[config.mk]
export PLATFORM = sky130hd
export DESIGN_NAME = booth_radix4_seq
export DESIGN_NICKNAME = d
export VERILOG_FILES = /design/src/rtl/booth_radix4_seq.sv
export SDC_FILE = /design/constraint.sdc
export NUM_CORES = 1
export LEC_CHECK = 0
export BUFFER_PORTS_ARGS = -buffer_cell sky130_fd_sc_hd__buf_2
export CORE_UTILIZATION = 45
export CTS_CLUSTER_DIAMETER = 60
export DETAILED_ROUTE_END_ITERATION = 10
export PLACE_DENSITY = 0.7
export SYNTH_ARGS = -nofsm -noshare
export SYNTH_HDL_FRONTEND = slang
export SYNTH_SLANG_ARGS = --single-unit
[constraint.sdc]
create_clock -name clk -period 4.5 [get_ports clk]
set_clock_uncertainty 0.05 [all_clocks]
set_input_delay 0.225 -clock clk [delete_from_list [all_inputs] [get_ports clk]]
set_output_delay 0.225 -clock clk [all_outputs]
set_load 0.01 [all_outputs]
[src/rtl/booth_radix4_seq.sv]
// Sequential radix-4 Booth multiplier: one Booth digit retired per clock.
// Build option BOOTH_ZERO_SKIP_EN ends CALC early when the remaining digits are all zero.
module booth_radix4_seq #(
  parameter int WIDTH = 8
) (
  input  logic               clk,
  input  logic               rst_n,
  input  logic               start,
  input  logic               signed_mode,
  input  logic [WIDTH-1:0]   a,
  input  logic [WIDTH-1:0]   b,
  output logic               ready,
  output logic               done,
  output logic [2*WIDTH-1:0] p
);

  localparam int NDIG = WIDTH / 2 + 1;
  localparam int XW   = WIDTH + 2;
  localparam int PW   = 2 * WIDTH;
  localparam int CW   = $clog2(NDIG);
  localparam logic [CW-1:0] LAST = CW'(NDIG - 1);
  localparam logic [PW-1:0] ONE  = PW'(1);

  typedef enum logic [1:0] {
    IDLE,
    CALC,
    DONE
  } state_t;

  state_t        state_q, state_d;
  logic [PW-1:0] acc_q, acc_d;
  logic [PW-1:0] am_q, am_d;
  logic [XW:0]   bsh_q, bsh_d;
  logic [CW-1:0] cnt_q, cnt_d;
  logic [PW-1:0] p_q, p_d;
  logic          done_q, done_d;

  logic [XW-1:0] ax, bx;
  logic [PW-1:0] term, sum;
  logic [XW:0]   bsh_nx;
  logic          last;

  // Operand extension to WIDTH+2 bits, sign or zero per mode.
  assign ax = {{2{signed_mode & a[WIDTH-1]}}, a};
  assign bx = {{2{signed_mode & b[WIDTH-1]}}, b};

  // Multiplier window after this digit; top bit replicates so
  // the "all bits equal" test stays valid once it runs dry.
  assign bsh_nx = {{2{bsh_q[XW]}}, bsh_q[XW:2]};

  // Booth digit decode; am_q already carries the 2i shift.
  // Bits above 2*WIDTH never reach p, so only 2*WIDTH are kept.
  always_comb begin
    term = '0;
    unique case (bsh_q[2:0])
      3'b000, 3'b111: term = '0;
      3'b001, 3'b010: term = am_q;
      3'b011:         term = am_q << 1;
      3'b100:         term = ~(am_q << 1) + ONE;
      3'b101, 3'b110: term = ~am_q + ONE;
    endcase
  end

  assign sum = acc_q + term;

`ifdef BOOTH_ZERO_SKIP_EN
  assign last = (cnt_q == LAST) | (&bsh_nx) | ~(|bsh_nx);
`else
  assign last = (cnt_q == LAST);
`endif

  // Next-state and datapath update.
  always_comb begin
    state_d = state_q;
    acc_d   = acc_q;
    am_d    = am_q;
    bsh_d   = bsh_q;
    cnt_d   = cnt_q;
    p_d     = p_q;
    done_d  = 1'b0;
    unique case (state_q)
      IDLE, DONE: begin
        state_d = IDLE;
        if (start) begin
          state_d = CALC;
          acc_d   = '0;
          cnt_d   = '0;
          am_d    = {{(PW-XW){ax[XW-1]}}, ax};
          bsh_d   = {bx, 1'b0};
        end
      end
      CALC: begin
        acc_d = sum;
        am_d  = am_q << 2;
        bsh_d = bsh_nx;
        cnt_d = cnt_q + 1'b1;
        if (last) begin
          state_d = DONE;
          p_d     = sum;
          done_d  = 1'b1;
        end
      end
      default: state_d = IDLE;
    endcase
  end

  // State and datapath registers.
  always_ff @(posedge clk or negedge rst_n) begin
    if (!rst_n) begin
      state_q <= IDLE;
      acc_q   <= '0;
      am_q    <= '0;
      bsh_q   <= '0;
      cnt_q   <= '0;
      p_q     <= '0;
      done_q  <= 1'b0;
    end else begin
      state_q <= state_d;
      acc_q   <= acc_d;
      am_q    <= am_d;
      bsh_q   <= bsh_d;
      cnt_q   <= cnt_d;
      p_q     <= p_d;
      done_q  <= done_d;
    end
  end

  assign ready = (state_q != CALC);
  assign done  = done_q;
  assign p     = p_q;

endmodule

==> run metrics, run 1 <==
outcome finished, final reports clean; number of buffers on the longest clock path 2; Total GRT Usage ~22%; area of the multi-input gates ~0.0025 mm²; Finished Core Util 51.6%; leakage power of the design ~2.2 nW; library cell used as clock root buffer clkbuf_8; maximum fanout along the worst path 6; Sequential Power Share a little over a quarter; horizontal die dimension 99.7 µm; Die Footprint between 0.009 and 0.01 mm²; worst IR drop on VDD approximately 0.45 mV; Starting Density a little under half; reported net switching power about 2.1 mW; cell type contributing the most total cell area after synthesis dfrtp_1; number of input and output port buffers inserted 37; DRC viols 0; total count of max-transition violations in the final report 0; combinational group share of total power between 60% and 70%; antenna violations before repair 0; Cell Pwr Density 912 mW/mm²; clock sinks between 60 and 70; ratio of cells with drive above 1 in the final layout between 10% and 20%; routed vias approximately 3700; Post-synth EDFFs 0; mean post-synth cell area 8.73 µm²; Final nets between 500 and 600; final worst path period need just over 4 ns; pin count of the biggest net entering global routing between 60 and 70; Post-CTS Resized 0; pin slew with the least headroom to its limit 0.855 ns; class of the most critical hold timing path in2async; Distinct cells, synth between 50 and 60; Syn-to-layout area delta 11.1%; number of nets still failing antenna checks after routing 0; MaxCap Viol Count 0; post-synthesis instance total 492; via count of the first global-routing pass between 3000 and 4000; total gr overflow 0; Clock Power Share 12.8%; endpoints failing setup 0; number of fillers in the final layout 877; proportion of total power due to net switching 48.0%; wire per inst roughly 16 µm; startpoint type of the worst setup path flop; aggregate negative setup slack 0 ns; detailed placement HPWL 6.99 mm; post-synthesis net count approximately 530; Data arrival, critical path around 4.3 ns; share of async-settable or async-resettable flops after synthesis 100%; final clock period utilization by the worst path between 90 and 100%; Relative slew margins a little over two fifths; global-route wire length before repair 17.2 mm; number of top-level pins 38; hold-fix buffer count after cts 0; number of storage elements in the synthesis netlist between 60 and 70; area after detailed placement around 0.0045 mm²; setup slack after placement 0.504 ns; number of failing hold endpoints at the final stage 0; clock insertion delay at the later pin of the skew report between 0.3 and 0.4 ns; routability congestion estimate just over 0.9; clock tree from TritonCTS done; setup bufs post-CTS 0; Antenna diodes 0; vias per cell ~5.7; sequential share of the synthesized area 37.9%; Synth warnings 0; clock buffers created by TritonCTS 9; # rows 35; area share of the leading cell type in the synthesized netlist between 30% and 40%; worst-case setup margin in the final layout ~0.42 ns; detailed-router iteration count before antenna repair 5; area of the core 0.00924 mm²; endpoint class of the critical path flop; final hold slack between 0.003 and 0.004 ns; Worst R2R Start am_q[0]; required time worst endpoint approximately 4.7 ns; most area-consuming cells after synthesis dfrtp_1, nand2_1, o21ai_0; crit path from am_q[0]; critical path type reg2reg; leading register cell type out of synthesis dfrtp_1; FF+latch area around 0.0016 mm²; H-tree depth 3; setup repair after global routing missed its margin false; DIE HEIGHT between 90 and 100 µm; cell-internal power 2.26 mW; post-synth design cell area 0.00429 mm²; clock edge transition at the registers on the reported setup and hold paths ~0.080 ns; final WL 10.1 mm; Detailed Route Iter0 Violations about 290; final design area excluding fillers roughly 0.0048 mm²; Highest Clock Rate 0.245 GHz
-- cell families after synthesis --
kind of cell,count (synthesis),synth area share [%]
AO/OA/AOI/OAI,144,21.2
XOR/XNOR,31,6.65
adder cells (fa/ha/maj),19,5.71
buffers and inverters,49,5.16
flip-flops,65,37.9
multiplexers,21,5.13
AND/OR/NAND/NOR,163,18.3
-- layer usage --
metal | global-route usage (%) | wire [µm]
met1 | 29.1 | 4720
met4 | 11.3 | 296
met2 | 34.9 | 4710
met3 | 3.79 | 408
met5 | 0 | 0
-- worst paths after layout --
kind,endpoint,slack [ns],cells after the start
min reg2reg,p[3],0.42,2
min,am_q[6],0.003,2
max,acc_q[15],0.42,17
min in group clk,bsh_q[8],0.04,3
max reg2reg,acc_q[15],0.42,17
max in group asynchronous,acc_q[9],3.82,2
-- registers in the layout (all words and copies together) (netlist names) --
signal   flops
state_q      2
done         1
p           16
am_q        16
bsh_q       11
acc_q       16
cnt_q        3
-- layout by cell type, fill, tap and decap left out, types with 9 or more instances in the layout --
cell,Yosys,final
a22oi_1,13,13
xnor2_1,16,16
xor2_1,14,14
mux2i_1,19,19
nand3_1,10,10
inv_1,11,11
o21ai_0,57,57
dfrtp_1,65,65
ha_1,18,18
buf_4,0,11
buf_2,6,37
a21oi_1,20,20
clkbuf_8,0,9
nand2_1,87,87
a21o_1,10,10
nor2_1,22,21
-- power groups by stage --
stage | clock, mW | sequential [mW] | combinational [mW]
after floorplan | 0 | 1.00 | 2.16
after global routing | 0.596 | 1.18 | 2.97
after detailed placement | 0 | 1.15 | 2.62
after global placement | 0 | 1.14 | 2.54
after CTS | 0.571 | 1.14 | 2.64
final | 0.558 | 1.14 | 2.65
-- through the flow --
stage / cells / power (mW)
6_report: 647 / 4.35
5_1_grt: 647 / 4.74
4_1_cts: 647 / 4.35
3_5_place_dp: 631 / 3.77
3_3_place_gp: 631 / 3.68
2_1_floorplan: 492 / 3.17
-- synth_stat cells (all sizes together) (2+ instances only) --
master / count
nor3: 10
o211ai: 2
and3: 3
nor4b: 2
nor2b: 4
mux2: 2
ha: 18
o31ai: 2
nor4: 3
a22oi: 13
nand2b: 4
inv: 11
dfrtp: 65
nor3b: 4
nor2: 23
a221oi: 6
buf: 13
nand4: 4
a221o: 3
a22o: 6
a21oi: 20
or3: 2
and2: 2
o21ai: 60
nand4b: 2
a21o: 10
nand2: 87
a31oi: 8
nand3: 10
xor2: 14
xnor2: 16
clkbuf: 25
o22ai: 3
a211oi: 4
mux2i: 19
-- critical path, stage by stage, from the launching register on --
cell      delay [ns]
dfrtp_1         0.44
inv_1           0.10
ha_1            0.23
nor4b_4         0.32
nand3_1         0.23
nor3_2          0.21
nand2b_1        0.15
xnor2_1         0.08
a221oi_1        0.26
a21oi_1         0.08
ha_1            0.36
a21o_1          0.20
a211o_1         0.31
a211oi_1        0.24
a21oi_1         0.14
nor3_1          0.20
nor4b_1         0.08
a221o_1         0.28
-- area by class of cell --
class / count / area share, %
Clock inverter: 7 / 1.99
Tap cell: 129 / 3.38
Clock buffer: 9 / 2.60
Timing Repair Buffer: 48 / 5.62
Sequential cell: 65 / 34.1
Multi-Input combinational cell: 378 / 51.4
Inverter: 11 / 0.866
Note: power is estimated with default switching activity, not from simulation.
==> inputs of run 2 (changes only) <==
--- a/config.mk
+++ b/config.mk
@@ -13,3 +13,4 @@
 export SYNTH_ARGS = -nofsm -noshare
 export SYNTH_HDL_FRONTEND = slang
 export SYNTH_SLANG_ARGS = --single-unit
+export TNS_END_PERCENT = 1
==> constraint.sdc (replaced) <==
create_clock -name clk -period 5.28 [get_ports clk]
set_clock_uncertainty 0.05 [all_clocks]
set_input_delay 0.264 -clock clk [delete_from_list [all_inputs] [get_ports clk]]
set_output_delay 0.264 -clock clk [all_outputs]
set_load 0.01 [all_outputs]
==> run 2 against run 1 <==
Net effect:
- die area unchanged
- global-route usage down 1.3 points
- critical path type unchanged
- via count down 3.0%
- combinational power down 18%
==> run metrics, run 2 (synthesis results as in run 1) <==
outcome finished, final reports clean (unchanged); routability congestion estimate 0.937 (was 0.934); top library cells by usage in the layout, fill and taps aside nand2_1, dfrtp_1, o21ai_0, buf_2, nor2_1 (unchanged); critical path type reg2reg (unchanged); Total GRT Usage 20.7% (was 22.1%); reported net switching power 1.73 mW (was 2.09 mW); number of failing hold endpoints at the final stage 0 (unchanged); number of nets still failing antenna checks after routing 0 (unchanged); overall power consumption 3.70 mW (was 4.35 mW); wire per inst 15.1 µm (was 15.7 µm); total count of max-transition violations in the final report 0 (unchanged); final WL 9.71 mm (was 10.1 mm); detailed placement HPWL 6.74 mm (was 6.99 mm); pin count of the biggest net entering global routing 66 (unchanged); DRC viols 0 (unchanged); ratio of cells with drive above 1 in the final layout 14.0% (was 15.1%); Post-CTS Resized 0 (unchanged); aggregate negative setup slack 0 ns (unchanged); final std cells w/o fill 642 (was 647); Cell Pwr Density 778 mW/mm² (was 912 mW/mm²); pin slew with the least headroom to its limit 1.03 ns (was 0.855 ns); vias per cell 5.55 (was 5.68); detailed-router iteration count before antenna repair 5 (unchanged); area of the multi-input gates 0.00245 mm² (unchanged); H-tree depth 3 (unchanged); worst IR drop on VDD 0.367 mV (was 0.447 mV); Final nets 547 (was 552); combinational group share of total power 59.0% (was 61.0%); # rows 35 (unchanged); setup slack after placement 1.15 ns (was 0.504 ns); via count of the first global-routing pass 3246 (was 3569); clock sinks 65 (unchanged); clock tree from TritonCTS done (unchanged); MaxCap Viol Count 0 (unchanged); endpoints failing setup 0 (unchanged); Data arrival, critical path 4.38 ns (was 4.26 ns); total gr overflow 0 (unchanged); number of fillers in the final layout 853 (was 877); routed vias 3564 (was 3675); FF+latch area 0.00163 mm² (unchanged); Clock Power Share 14.1% (was 12.8%); final worst path period need 4.20 ns (was 4.08 ns); Relative slew margins 31.5% (was 43.0%); Starting Density 46.5% (unchanged); antenna violations before repair 0 (unchanged); setup repair after global routing missed its margin false (unchanged); Syn-to-layout area delta 10.8% (was 11.1%); hold-fix buffer count after cts 0 (unchanged); Antenna diodes 0 (unchanged); number of buffers on the longest clock path 2 (unchanged); library cell used as clock root buffer clkbuf_8 (unchanged); global-route wire length before repair 16.3 mm (was 17.2 mm); startpoint type of the worst setup path flop (unchanged); number of input and output port buffers inserted 37 (unchanged); Die Footprint 0.00993 mm² (unchanged); endpoint class of the critical path flop (unchanged); DIE HEIGHT 99.7 µm (unchanged); clock buffers created by TritonCTS 9 (unchanged); DP Cell Count 626 (was 631); required time worst endpoint 5.46 ns (was 4.68 ns); horizontal die dimension 99.7 µm (unchanged); setup bufs post-CTS 0 (unchanged); final clock period utilization by the worst path 79.5% (was 90.6%); clock insertion delay at the later pin of the skew report 0.35 ns (about the same); Detailed Route Iter0 Violations 333 (was 287); commonest non-fill, non-tap cell in the layout nand2_1 (unchanged); cell-internal power 1.97 mW (was 2.26 mW); proportion of total power due to net switching 46.8% (was 48.0%); area of the core 0.00924 mm² (unchanged); Highest Clock Rate 0.238 GHz (was 0.245 GHz); clock edge transition at the registers on the reported setup and hold paths 0.07 ns (was 0.08 ns); Sequential Power Share 26.8% (was 26.2%); class of the most critical hold timing path in2async (unchanged); leakage power of the design 2.23 nW (was 2.24 nW); worst-case setup margin in the final layout 1.08 ns (was 0.423 ns); number of top-level pins 38 (unchanged); maximum fanout along the worst path 6 (unchanged)
-- run 2: cell count changes in the layout (fill, tap and decap cells not counted), sizes merged --
cell | previous run | this run
buf | 48 | 43
clkinv | 4 | 1
clkbuf | 9 | 11
bufinv | 2 | 3
-- run 2: power by group through the flow --
| stage | Sequential [mW] | Clock [mW] | Combinational, mW |
|---|---|---|---|
| finish | 0.993 | 0.523 | 2.18 |
| global route | 1.03 | 0.556 | 2.46 |
| CTS | 0.993 | 0.534 | 2.19 |
| detailed placement | 0.999 | 0 | 2.17 |
| global placement | 0.995 | 0 | 2.12 |
| floorplan | 0.856 | 0 | 1.84 |
-- run 2: area by class of cell --
type	count	area share, %
Clock inverter	5	2.16
Clock buffer	11	2.97
Tap cell	129	3.39
Inverter	11	0.868
Timing Repair Buffer	43	4.84
Multi-Input combinational cell	378	51.6
Sequential cell	65	34.2
-- run 2: worst max-delay path: stages, from the launching register on --
cell	delay (ns)
dfrtp_1	0.43
inv_1	0.11
ha_1	0.24
nor4b_4	0.32
nand3_1	0.23
nor3_2	0.21
nand2b_1	0.15
xnor2_1	0.10
a221oi_1	0.25
a21oi_1	0.07
ha_1	0.40
a21o_1	0.20
a211o_1	0.30
a211oi_1	0.24
a21oi_1	0.16
nor3_1	0.24
nor4b_1	0.10
a221o_1	0.28
-- run 2: through the flow --
step	utilization (%)	area (µm²)	hold WS, ns
after floorplan	-	4290	-0.0816
final	51.5	4760	0.0282
after global routing	51.5	4760	0.0881
after detailed placement	48.8	4510	0.408
after CTS	51.5	4760	0.0675
after global placement	48.8	4510	0.407
-- run 2: worst paths after layout --
| check | end | slack, ns | cells after the start | startpoint |
|---|---|---|---|---|
| setup / recovery | acc_q[15] | 1.08 | 17 | am_q[0] |
| hold / removal | am_q[4] | 0.03 | 2 | rst_n |
| setup reg to reg | acc_q[15] | 1.08 | 17 | am_q[0] |
| hold reg to reg | p[2] | 0.42 | 2 | p[2] |
| max in group asynchronous | acc_q[8] | 4.57 | 2 | rst_n |
| min in group clk | bsh_q[8] | 0.08 | 3 | b[7] |
-- run 2: metal layers --
| layer | GRT usage (%) | wire (µm) | up-vias |
|---|---|---|---|
| met2 | 30.5 | 4420 | 100 |
| met5 | 0 | 0 | - |
| met3 | 2.88 | 391 | 16 |
| li1 | - | - | 1785 |
| met4 | 9.28 | 199 | 0 |
| met1 | 30.3 | 4700 | 1663 |
==> inputs of run 3 (changes only) <==
--- a/config.mk
+++ b/config.mk
@@ -9,7 +9,7 @@
 export CORE_UTILIZATION = 45
 export CTS_CLUSTER_DIAMETER = 60
 export DETAILED_ROUTE_END_ITERATION = 10
-export PLACE_DENSITY = 0.7
+export PLACE_DENSITY = 0.72
 export SYNTH_ARGS = -nofsm -noshare
 export SYNTH_HDL_FRONTEND = slang
 export SYNTH_SLANG_ARGS = --single-unit
==> constraint.sdc (replaced) <==
create_clock -name clk -period 3.6 [get_ports clk]
set_clock_uncertainty 0.05 [all_clocks]
set_input_delay 0.18 -clock clk [delete_from_list [all_inputs] [get_ports clk]]
set_output_delay 0.18 -clock clk [all_outputs]
set_load 0.01 [all_outputs]
==> run 3 against run 2 <==
Net effect:
- the flow now finishes with violations (setup timing)
- final area up 9.5%
- cell count up 7.6%
- critical endpoint unchanged
- first-iteration DRC count down 20%
- worst setup slack worse by 1.2 ns
==> run metrics, run 3 (synthesis results as in run 1) <==
ratio of cells with drive above 1 in the final layout 24.0% (was 14.0%); Total GRT Usage 23.1% (was 20.7%); # rows 35 (unchanged); DRC viols 0 (unchanged); Hold Path Origin a[0]; required time worst endpoint 3.78 ns (was 5.46 ns); pin count of the biggest net entering global routing 45 (was 66); class of the most critical hold timing path in2reg (was in2async); worst IR drop on VDD 0.597 mV (was 0.367 mV); library cell used as clock root buffer clkbuf_8 (unchanged); antenna violations before repair 0 (unchanged); DIE HEIGHT 99.7 µm (unchanged); number of top-level pins 38 (unchanged); final worst path period need 3.68 ns (was 4.20 ns); vias per cell 5.54 (was 5.55); horizontal die dimension 99.7 µm (unchanged); area of the core 0.00924 mm² (unchanged); Final nets 596 (was 547); number of input and output port buffers inserted 37 (unchanged); Post-Route M1 WL 5.02 mm (was 4.70 mm); commonest non-fill, non-tap cell in the layout nand2_1 (unchanged); clock buffers created by TritonCTS 9 (unchanged); Antenna diodes 0 (unchanged); Die Footprint 0.00993 mm² (unchanged); detailed-router iteration count before antenna repair 4 (was 5); outcome finished with violations (was finished, final reports clean); setup slack after placement -0.192 ns (was 1.15 ns); Worst Reg2Reg Path Length in Cells 17 (unchanged); Data arrival, critical path 3.87 ns (was 4.38 ns); MaxCap Viol Count 0 (unchanged); clock insertion delay at the later pin of the skew report 0.35 ns (about the same); Highest Clock Rate 0.271 GHz (was 0.238 GHz); worst setup path endpoint acc_q[15] (unchanged); crit path from am_q[1] (was am_q[0]); startpoint type of the worst setup path flop (unchanged); total count of max-transition violations in the final report 0 (unchanged); wire per inst 15.8 µm (was 15.1 µm); top sig layer met4 (unchanged); Detailed Route Iter0 Violations 266 (was 333); total gr overflow 0 (unchanged); register-to-register setup slack -0.08 ns (was 1.08 ns); routed vias 3829 (was 3564); number of nets still failing antenna checks after routing 0 (unchanged); Critical R2R Capture acc_q[15] (unchanged); Cell Pwr Density 1180 mW/mm² (was 778 mW/mm²); met3 routed wirelength 334 µm (was 391 µm); area after detailed placement 0.00481 mm² (was 0.00451 mm²); H-tree depth 3 (unchanged); final clock period utilization by the worst path 102% (was 79.5%); worst-case setup margin in the final layout -0.0847 ns (was 1.08 ns); Starting Density 46.5% (unchanged); critical path type reg2reg (unchanged); Relative slew margins 36.3% (was 31.5%); routability congestion estimate 0.873 (was 0.937); met2 wire len 5.32 mm (was 4.42 mm); maximum fanout along the worst path 4 (was 6); endpoint class of the critical path flop (unchanged); global-route wire length before repair 18.1 mm (was 16.3 mm); final WL 10.9 mm (was 9.71 mm); number of failing hold endpoints at the final stage 0 (unchanged); Syn-to-layout area delta 21.3% (was 10.8%); endpoints failing setup 1 (was 0); clock edge transition at the registers on the reported setup and hold paths 0.08 ns (was 0.07 ns); final design area excluding fillers 0.00521 mm² (was 0.00476 mm²); Worst R2R Start am_q[1] (was am_q[0]); setup repair after global routing missed its margin true (was false); top library cells by usage in the layout, fill and taps aside nand2_1, dfrtp_1, o21ai_0, buf_4, buf_2 (was nand2_1, dfrtp_1, o21ai_0, buf_2, nor2_1); pin slew with the least headroom to its limit 0.955 ns (was 1.03 ns); clock tree from TritonCTS done (unchanged); clock sinks 65 (unchanged); via count of the first global-routing pass 3722 (was 3246); failing checks setup timing; leakage power of the design 2.47 nW (was 2.23 nW); detailed placement HPWL 7.59 mm (was 6.74 mm); number of buffers on the longest clock path 2 (unchanged)
-- run 3: changes by cell type in the layout (fill, tap and decap cells not counted), moves of 3 or more --
cell	previous run	this run
buf_4	6	52
dlygate4sd3_1	0	3
o21ai_0	57	52
o21ai_1	2	5
-- run 3: layer usage --
metal | global-route usage (%) | vias up
li1 | - | 1878
met1 | 30.1 | 1851
met2 | 38.0 | 82
met3 | 3.58 | 18
met4 | 10.1 | 0
met5 | 0 | -
-- run 3: area by class of cell --
cell class                      instances  area [µm²]
Fill cell                             829        4030
Sequential cell                        65        1630
Multi-Input combinational cell        378        2550
Timing Repair Buffer                   92         606
Tap cell                              129         161
Clock buffer                           10         128
Inverter                               11        41.3
Clock inverter                          6        92.6
-- run 3: worst min-delay path by stage --
stage | to | slack (ns) | depth (start not counted)
after floorplan | acc_q[0] | -0.17 | 0
final | am_q[0] | 0.03 | 2
after global routing | am_q[0] | 0.02 | 2
after CTS | am_q[0] | 0.01 | 2
after detailed placement | am_q[5] | 0.33 | 1
after global placement | am_q[5] | 0.31 | 1
-- run 3: per-stage QoR --
stage | std cells | setup TNS, ns | total power, mW | hold slack (ns) | utilization (%)
global placement | 665 | 0 | 4.98 | 0.311 | 52.1
detailed placement | 665 | -0.352 | 5.09 | 0.331 | 52.1
finish | 691 | -0.0847 | 6.13 | 0.0299 | 56.4
floorplan | 492 | 0 | 3.97 | -0.166 | -
global route | 691 | -0.953 | 6.64 | 0.0230 | 56.4
CTS | 689 | 0 | 6.00 | 0.0126 | 55.5
-- run 3: power breakdown --
part           total, mW  internal [mW]  switching [mW]
registers           1.36           1.06           0.304
logic               4.06           1.85            2.21
clock network      0.706          0.392           0.313
total               6.13           3.31            2.82
-- run 3: worst max-delay path, stage by stage, from the launching register on --
cell	delay, ns
dfrtp_1	0.42
inv_1	0.08
ha_2	0.19
nor4b_4	0.28
nand3_2	0.15
nor3_4	0.22
nand2b_4	0.16
xnor2_2	0.07
a221oi_2	0.24
a21oi_1	0.08
ha_1	0.31
a21o_1	0.16
a211o_1	0.28
a211oi_2	0.19
a21oi_2	0.11
nor3_2	0.21
nor4b_1	0.07
a221o_1	0.28
-- run 3: what timing repair did --
item                                   CTS  global route
pin swaps                                8            14
buffers inserted                         5             2
setup endpoints to repair                4            13
endpoints found under the hold margin   42             0
gates resized for setup                 10            13
hold buffers                             3             0
